==> config.mk <==
export PLATFORM = sky130hd
export DESIGN_NAME = cordic_vec_sched
export DESIGN_NICKNAME = d
export VERILOG_FILES = /design/src/rtl/cordic_vec_sched.sv
export SDC_FILE = /design/constraint.sdc
export NUM_CORES = 1
export LEC_CHECK = 0
export ABC_AREA = 1
export CAP_MARGIN = 10
export CORE_UTILIZATION = 47
export CTS_CLUSTER_SIZE = 12
export DETAILED_ROUTE_END_ITERATION = 10
export GPL_TIMING_DRIVEN = 1
export HOLD_SLACK_MARGIN = 0.03
export PLACE_DENSITY = 0.93
export SLEW_MARGIN = 30
export SYNTH_ARGS = -nofsm -noshare
export SYNTH_HDL_FRONTEND = slang
export SYNTH_HIERARCHICAL = 1
export SYNTH_SLANG_ARGS = --single-unit
==> constraint.sdc <==
create_clock -name Clk -period 7.75 [get_ports Clk]
set_input_delay 1.55 -clock Clk [delete_from_list [all_inputs] [get_ports Clk]]
set_output_delay 1.55 -clock Clk [all_outputs]
set_load 0.005 [all_outputs]
==> src/rtl/cordic_vec_sched.sv <==
// cordic_vec_sched: round-robin front end that shares one pipelined vectoring
// CORDIC core among N requesters. A shadow tag pipeline follows each sample
// through the core so that its result is returned to the requester it came from.
// Optional four-quadrant pre-rotation is enabled with `define CORDIC_QUADRANT_EN.

// Per-requester in-flight counter. An increment and a decrement in the same
// cycle cancel out.
module cordic_vec_cnt #(
    parameter int MAX_OUT = 4,
    parameter int CW      = 4
) (
    input  logic Clk,
    input  logic Rst,
    input  logic inc,
    input  logic dec,
    output logic full
);
    logic [CW-1:0] cnt;

    // Count handshakes up and returned results down.
    always_ff @(posedge Clk) begin
        if (Rst)                            cnt <= '0;
        else if (inc && !dec)               cnt <= cnt + 1'b1;
        else if (dec && !inc && cnt != '0)  cnt <= cnt - 1'b1;
    end

    assign full = (cnt >= CW'(MAX_OUT));
endmodule

module cordic_vec_sched #(
    parameter int N       = 4,
    parameter int LATENCY = 17,
    parameter int MAX_OUT = 4
) (
    input  logic                   Clk,
    input  logic                   Rst,
    input  logic                   en,
    output logic                   busy,
    input  logic [N-1:0]           req_valid,
    output logic [N-1:0]           req_ready,
    input  logic [N*16-1:0]        req_x,
    input  logic [N*16-1:0]        req_y,
    output logic signed [15:0]     core_x,
    output logic signed [15:0]     core_y,
    input  logic signed [15:0]     core_mag,
    input  logic signed [15:0]     core_ang,
    output logic [N-1:0]           rsp_valid,
    output logic [$clog2(N)-1:0]   rsp_id,
    output logic [15:0]            rsp_mag,
    output logic [15:0]            rsp_ang
);
    localparam int IW = $clog2(N);

    typedef enum logic [1:0] {IDLE, RUN, DRAIN} state_t;

    typedef struct packed {
        logic [IW-1:0]       id;
`ifdef CORDIC_QUADRANT_EN
        logic signed [15:0]  off;
`endif
    } tag_t;

    state_t                state, state_nxt;
    logic [IW-1:0]         rr;
    logic [N-1:0]          full, elig;
    logic                  gok;
    logic [IW-1:0]         gid;
    logic signed [15:0]    sel_x, sel_y, iss_x, iss_y;
    tag_t                  iss_tag, tail;
    logic [LATENCY:0]      vld_pipe;
    tag_t [LATENCY:0]      tag_pipe;

`ifdef CORDIC_QUADRANT_EN
    // Two's complement negate that maps -32768 to +32767 instead of wrapping.
    function automatic logic signed [15:0] neg_sat(input logic signed [15:0] v);
        return (v == 16'sh8000) ? 16'sh7fff : -v;
    endfunction
`endif

    for (genvar i = 0; i < N; i++) begin : g_req
        assign elig[i] = req_valid[i] && !full[i];
        cordic_vec_cnt #(.MAX_OUT(MAX_OUT), .CW(4)) u_cnt (
            .Clk  (Clk),
            .Rst  (Rst),
            .inc  (req_ready[i]),
            .dec  (rsp_valid[i]),
            .full (full[i])
        );
    end

    // Round-robin pick: scan downwards so the nearest index after rr wins.
    always_comb begin
        gok = 1'b0;
        gid = '0;
        if (state == RUN) begin
            for (int k = N; k >= 1; k--) begin
                if (elig[(int'(rr) + k) % N]) begin
                    gok = 1'b1;
                    gid = IW'((int'(rr) + k) % N);
                end
            end
        end
        req_ready = gok ? (N'(1) << gid) : '0;
    end

    // Select the granted sample and, if enabled, pre-rotate it into the right half-plane.
    always_comb begin
        sel_x      = req_x[16*gid +: 16];
        sel_y      = req_y[16*gid +: 16];
        iss_x      = sel_x;
        iss_y      = sel_y;
        iss_tag    = '0;
        iss_tag.id = gid;
`ifdef CORDIC_QUADRANT_EN
        if (sel_x < 0) begin
            if (sel_y >= 0) begin
                iss_x       = sel_y;
                iss_y       = neg_sat(sel_x);
                iss_tag.off = 16'sd25736;
            end else begin
                iss_x       = neg_sat(sel_y);
                iss_y       = sel_x;
                iss_tag.off = -16'sd25736;
            end
        end
`endif
    end

    // State register.
    always_ff @(posedge Clk) begin
        if (Rst) state <= IDLE;
        else     state <= state_nxt;
    end

    // Next state; drain ends once nothing is left behind the tail being retired.
    always_comb begin
        state_nxt = state;
        case (state)
            IDLE:    if (en) state_nxt = RUN;
            RUN:     if (!en) state_nxt = DRAIN;
            DRAIN:   if (en) state_nxt = RUN;
                     else if (!(|vld_pipe[LATENCY-1:0])) state_nxt = IDLE;
            default: state_nxt = IDLE;
        endcase
    end

    assign busy = (state != IDLE) || (|vld_pipe);

    // Core input register, tag shadow pipeline and round-robin pointer.
    always_ff @(posedge Clk) begin
        if (Rst) begin
            core_x   <= '0;
            core_y   <= '0;
            vld_pipe <= '0;
            tag_pipe <= '0;
            rr       <= IW'(N - 1);
        end else begin
            core_x   <= gok ? iss_x : '0;
            core_y   <= gok ? iss_y : '0;
            vld_pipe <= {vld_pipe[LATENCY-1:0], gok};
            tag_pipe <= {tag_pipe[LATENCY-1:0], iss_tag};
            if (gok) rr <= gid;
        end
    end

    // Result steering from the tail tag; everything zero when the tail is empty.
    always_comb begin
        tail      = tag_pipe[LATENCY];
        rsp_valid = '0;
        rsp_id    = '0;
        rsp_mag   = '0;
        rsp_ang   = '0;
        if (vld_pipe[LATENCY]) begin
            rsp_valid = N'(1) << tail.id;
            rsp_id    = tail.id;
            rsp_mag   = core_mag;
            rsp_ang   = core_ang;
`ifdef CORDIC_QUADRANT_EN
            begin
                logic signed [16:0] ang_sum;
                ang_sum = core_ang + tail.off;
                if (ang_sum > 17'sd32767)       rsp_ang = 16'h7fff;
                else if (ang_sum < -17'sd32768) rsp_ang = 16'h8000;
                else                            rsp_ang = ang_sum[15:0];
            end
`endif
        end
    end
endmodule

==> results of run 1 <==
-- stage by stage --
step | setup WS [ps] | utilization [%] | area, um2 | hold WS [ps] | std cells
after detailed placement | 1670 | 68.2 | 8260 | 394 | 1250
after floorplan | 3450 | - | 5870 | 388 | 876
after global routing | 1370 | 70.6 | 8550 | 425 | 1266
after CTS | 1650 | 70.6 | 8550 | 404 | 1266
final | 1610 | 70.6 | 8550 | 405 | 1266
after global placement | 1690 | 68.2 | 8260 | 389 | 1250
-- metal layers --
metal | global-route usage [%] | routed length [um] | vias to the layer above
li1 | - | - | 3051
met1 | 26.4 | 6080 | 2714
met2 | 46.6 | 8200 | 280
met4 | 10.3 | 456 | 0
met5 | 0 | 0 | -
met3 | 8.13 | 1640 | 37
-- state kept, by name, indices dropped and copies added, names as in the netlist --
signal,flops
core_x,16
core_y,16
g_req.u_cnt/cnt,16
rr,2
state,2
tag_pipe,34
tail,2
vld_pipe,18
-- power by group through the flow --
| stage | clock [W] | combinational, W | sequential (W) |
|---|---|---|---|
| floorplan | 0 | 0.000260 | 0.000590 |
| global placement | 0 | 0.000387 | 0.000593 |
| detailed placement | 0 | 0.000395 | 0.000594 |
| CTS | 0.000454 | 0.000400 | 0.000581 |
| global route | 0.000484 | 0.000442 | 0.000584 |
| finish | 0.000451 | 0.000400 | 0.000581 |
-- worst reg2reg max path: stages (launching register included) --
cell	delay (ps)
dfxtp_1	580
inv_4	80
nand3_1	80
nand2_1	100
nand2_2	110
nand2_1	70
inv_2	70
nand3_2	90
nand3_4	340
inv_2	460
nor3_1	630
nand2_2	260
ha_1	380
nand3_1	90
nand3_1	90
nand2_1	80
nand2_1	40
nor2_1	80
nor2_1	40
-- cell usage after synthesis, drive strengths merged --
library cell | count | area (um2)
buf | 34 | 238
nand3b | 32 | 240
a21boi | 4 | 30.0
ha | 8 | 100
clkbuf | 7 | 26.3
nand2 | 174 | 741
a21oi | 37 | 223
inv | 217 | 817
o31ai | 1 | 7.51
nor4 | 2 | 12.5
nand4 | 2 | 12.5
nor2 | 102 | 393
nor3 | 3 | 15.0
nand3 | 133 | 733
clkinv | 1 | 3.75
xnor2 | 5 | 51.3
o21ai | 4 | 20.0
dfxtp | 106 | 2120
fa | 4 | 80.1
-- final timing paths --
check	to	slack (ps)	cells past startpoint
worst max register to register	g_req[0].u_cnt/cnt[3]	3960	18
worst min register to register	tag_pipe[32]	400	2
worst max-delay path	req_ready[0]	1610	10
worst min-delay path	tag_pipe[32]	400	2
-- layout make-up --
| type | count | area share [%] |
|---|---|---|
| clock buffers | 10 | 2.68 |
| flip-flops and latches | 106 | 24.8 |
| multi-input cells | 511 | 31.1 |
| inverters | 218 | 9.60 |
| well taps | 168 | 2.46 |
| repair buffers | 247 | 28.7 |
| clock inverters | 6 | 0.688 |
-- cells by family after synthesis --
family / synth area share, %
buffers and inverters: 18.5
flip-flops: 36.2
AND/OR/NAND/NOR: 36.6
adder cells (fa/ha/maj): 3.07
XOR/XNOR: 0.875
AO/OA/AOI/OAI: 4.78
==> qor.csv, run 1 <==
metric,value,unit
CTS Buf Count,9,
final setup fails,0,
"most common cell after layout, fill and taps aside",clkdlybuf4s50_1,
Reg area,2120,um2
part of the power in the clock network,31.5,%
Final #Nets,1272,
Netlist cell types,31,
first-pass iteration count of the detailed router,5,
CP cell instances,"clkdlybuf4s50_1, nand3_1, nand2_1, nand2_1, nand3_1, nand3_2, nand3_4, inv_2, nor3_1, clkdlybuf4s50_1",
wire per inst,12.9,um
P per Cell Area,167,nW/um2
CP top delay family,buffers and inverters,
clk_lat worst skew,350,ps
Combinational Power Share,27.9,%
I/O Buffers,241,
critical path capture point type,output pin,
fin crit share,79.3,%
CTS Root Cell,clkbuf_16,
Ys Warns,6,
register bit total from synthesis,106,
Slew @ Worst Pin,813,ps
post-synthesis sequential area ratio,36.2,%
Filler cells,913,
vias in the first global route,5808,
Die Y,114,um
DR vias/cell,4.80,
Setup CP Type,in2out,
Worst Skew,7.76,ps
Antenna diodes,0,
switching share of power,32.0,%
Final Power,0.00143,W
Worst path slowest cell,nor3_1,
row cnt,40,
Post-Syn Area,5870,um2
Starting DRT DRC Count,353,
syn avg cell area,6.70,um2
I/O pin count,242,
P_int,0.000973,W
CTS tree,yes,
Die X,114,um
"commonest non-fill, non-tap cells in the layout","240 x clkdlybuf4s50_1, 208 x inv_1, 149 x nand2_1",
sequential share of power,40.6,%
Setup TNS Final,0,ps
Crit. Startpoint,req_valid[0],
syn_nets,1055,
Post-Syn Instances,876,
setup bufs post-CTS,0,
area delta synth->final,45.8,%
Routed Antenna Nets,0,
Final GP Congestion,0.904,
core area,12100,um2
Worst Hold Launch,tag_pipe[30],
antenna violations before repair,0,
largest net degree at the start of global routing,69,
arrival time of the worst setup path,4590,ps
Max Freq,0.163,GHz
VDD IR max,109,uV
max incr delay on CP,610,ps
Critical Path Source Type,input port,
CTS max path bufs,2,
CP required,6200,ps
LEAKAGE,4.09,nW
Final Hold Fails,0,
RSZ-0062 raised after global routing,false,
area of the multi-input gates,2660,um2
clock-pin transition on the worst setup and hold timing paths,70,ps
Max Cap Viol,0,
Worst Path Max Fanout,37,
final global-route overflow total,0,
vias,6082,
CTS hold repair buffers,0,
minimum clock period,6140,ps
H-Tree Depth,3,
initial core utilization,48.4,%
max-slew violations,0,
Relative slew margins,45.8,%
switching pwr,0.000459,W
first-pass GRT wire length,25.7,mm
Die Area,12900,um2
All-Layer GR Usage,25.3,%
worst hold path type,reg2reg,
layout cells sized above 1,7.56,%
worst r2r src,rr[0],
worst path buffer plus inverter count,3,
DP HPWL,12.1,mm
final wirelength,16.4,mm
DRC Markers,0,
outcome,finished clean,
Post-CTS Resized,0,
Clock Sinks,106,
No activity file was read; power rests on OpenSTA's default activity.
==> run 2: changes to the inputs <==
--- a/config.mk
+++ b/config.mk
@@ -7,12 +7,12 @@
 export LEC_CHECK = 0
 export ABC_AREA = 1
 export CAP_MARGIN = 10
-export CORE_UTILIZATION = 47
+export CORE_UTILIZATION = 44
 export CTS_CLUSTER_SIZE = 12
 export DETAILED_ROUTE_END_ITERATION = 10
 export GPL_TIMING_DRIVEN = 1
 export HOLD_SLACK_MARGIN = 0.03
-export PLACE_DENSITY = 0.93
+export PLACE_DENSITY = 0.88
 export SLEW_MARGIN = 30
 export SYNTH_ARGS = -nofsm -noshare
 export SYNTH_HDL_FRONTEND = slang
==> constraint.sdc (replaced) <==
create_clock -name Clk -period 6.1 [get_ports Clk]
set_input_delay 1.22 -clock Clk [delete_from_list [all_inputs] [get_ports Clk]]
set_output_delay 1.22 -clock Clk [all_outputs]
set_load 0.005 [all_outputs]
==> run 2 against run 1 <==
Net effect:
- clock skew is 2.5 ps higher
- highest routed layer unchanged
- global-route usage is 2.3 points lower
- combinational power increased by 27%
- via count down 2.5%
- sequential power rose by 27%
- largest power group unchanged
- sequential share of layout area decreased by 0.13 points
- count of clock-buffer cells in the layout is 1 lower
- critical path depth is 2 higher
==> qor.csv, run 2 (same netlist as run 1, synthesis figures left out) <==
metric,value,unit,change
worst hold path type,reg2reg,,
hold path depth,2,,unchanged
worst hold margin,397,ps,-8.06 ps
I/O Buffers,241,,unchanged
CTS Buf Count,9,,unchanged
first-pass iteration count of the detailed router,4,,-1
Biggest register,tag_pipe,,
row cnt,41,,+2.5%
layout cells sized above 1,7.74,%,+0.18 points
Clock Sinks,106,,unchanged
Die X,117,um,+3.3%
Hold Path End,tag_pipe[7],,
worst r2r src,rr[0],,
DRC Markers,0,,unchanged
Worst Skew,10.2,ps,+2.46 ps
CTS max path bufs,2,,unchanged
area delta synth->final,46.6,%,
Starting DRT DRC Count,405,,+15%
CTS Root Cell,clkbuf_16,,
CP required,4880,ps,-1320 ps
"commonest non-fill, non-tap cells in the layout","240 x clkdlybuf4s50_1, 208 x inv_1, 149 x nand2_1",,
largest net degree at the start of global routing,66,,-4.3%
DP HPWL,11.9,mm,-1.6%
Worst Path Max Fanout,37,,unchanged
r2r endpoint,g_req[1].u_cnt/cnt[3],,
Max Cap Viol,0,,unchanged
max-slew violations,0,,unchanged
final wirelength,15.7,mm,-4.4%
Post-CTS Resized,0,,unchanged
final global-route overflow total,0,,unchanged
outcome,finished clean,,
Worst Hold Launch,tag_pipe[5],,
Relative slew margins,52.2,%,+6.4 points
pre-CTS setup slack,1010,ps,-659 ps
Final GP Congestion,0.946,,+4.6%
Die Y,117,um,+3.3%
Routed Antenna Nets,0,,unchanged
Final Hold Fails,0,,unchanged
vias,5928,,-2.5%
All-Layer GR Usage,23.0,%,-2.3 points
Setup CP Type,in2out,,
Filler cells,1053,,+15%
Antenna diodes,0,,unchanged
placed cells,1254,,+0.32%
RSZ-0062 raised after global routing,false,,
Max Freq,0.197,GHz,
final setup fails,0,,unchanged
Die Area,13800,um2,+6.7%
Largest regs,"tag_pipe x34, vld_pipe x18",,
Post-Layout Cell Count,1270,,+0.32%
vias in the first global route,5586,,-3.8%
CTS hold repair buffers,0,,unchanged
reg2reg path depth,18,,unchanged
Reg2Reg Setup Slack,2750,ps,-1210 ps
arrival time of the worst setup path,3860,ps,-730 ps
wire per inst,12.3,um,-4.7%
clk_lat worst skew,350,ps,about the same
H-Tree Depth,3,,unchanged
clock-pin transition on the worst setup and hold timing paths,80,ps,about the same
antenna violations before repair,0,,unchanged
critical path capture point type,output pin,,
fin crit share,83.2,%,
worst setup margin,1020,ps,-584 ps
Setup TNS Final,0,ps,unchanged
Critical Path Source Type,input port,,
max reg flops,34,,unchanged
P per Cell Area,219,nW/um2,+31%
I/O pin count,242,,unchanged
Slew @ Worst Pin,718,ps,-94.8 ps
Final #Nets,1272,,unchanged
setup bufs post-CTS,0,,unchanged
CTS tree,yes,,
DR vias/cell,4.67,,-2.8%
LEAKAGE,4.11,nW,+0.50%
"most common cell after layout, fill and taps aside",clkdlybuf4s50_1,,
VDD IR max,165,uV,+52%
core area,12800,um2,+5.9%
initial core utilization,45.7,%,-2.7 points
first-pass GRT wire length,25.6,mm,-0.24%
minimum clock period,5080,ps,
==> run 2: cell count changes in the layout (fill, tap and decap cells not counted), sizes merged <==
cell,change
bufinv,+2
clkbuf,-1
clkinv,-1
==> run 2: worst max-delay path by stage <==
stage                 startpoint      endpoint  slack (ps)
finish              req_valid[0]  req_ready[1]        1020
global route        req_valid[2]  req_ready[1]         800
CTS                 req_valid[0]  req_ready[1]         990
detailed placement  req_valid[0]  req_ready[1]        1010
global placement    req_valid[0]  req_ready[1]        1080
floorplan           req_valid[0]  req_ready[0]        2460
==> run 2: final cells by class <==
cell class                 count  area [um2]  area share [%]
clock inverter                 7         105            1.22
multi-input combinational    511        2660            30.9
tap                          172         215            2.50
sequential                   106        2120            24.7
clock buffer                   9         225            2.62
inverter                     218         821            9.54
timing repair buffer         247        2450            28.5
==> run 2: routing by layer <==
metal | wire length [um] | up-vias | track usage [%]
li1 | - | 3055 | -
met1 | 6170 | 2604 | 24.5
met2 | 7640 | 241 | 41.4
met3 | 1430 | 28 | 7.66
met4 | 414 | 0 | 9.21
met5 | 0 | - | 0
==> run 2: stage by stage <==
stage	cell area (um2)	util (%)	total power, W
CTS	8600	67.1	0.00189
finish	8600	67.1	0.00188
detailed placement	8270	64.5	0.00126
floorplan	5870	-	0.00108
global route	8600	67.1	0.00198
global placement	8270	64.5	0.00125
==> run 2: power breakdown <==
| group | internal, W | total (W) | switching (W) |
|---|---|---|---|
| Clock | 0.000367 | 0.000636 | 0.000269 |
| Sequential | 0.000717 | 0.000738 | 0.0000203 |
| Combinational | 0.000231 | 0.000507 | 0.000276 |
| Total | 0.00132 | 0.00188 | 0.000565 |
==> run 2: critical path: stages <==
cell and delay [ps]:
clkdlybuf4s50_1 480, nand3_1 80, nand2_1 140, nand2_2 90
nand2_1 90, inv_2 50, nand3_2 90, nand3_4 360
inv_2 160, buf_4 390, nor2_1 190, clkdlybuf4s50_1 510
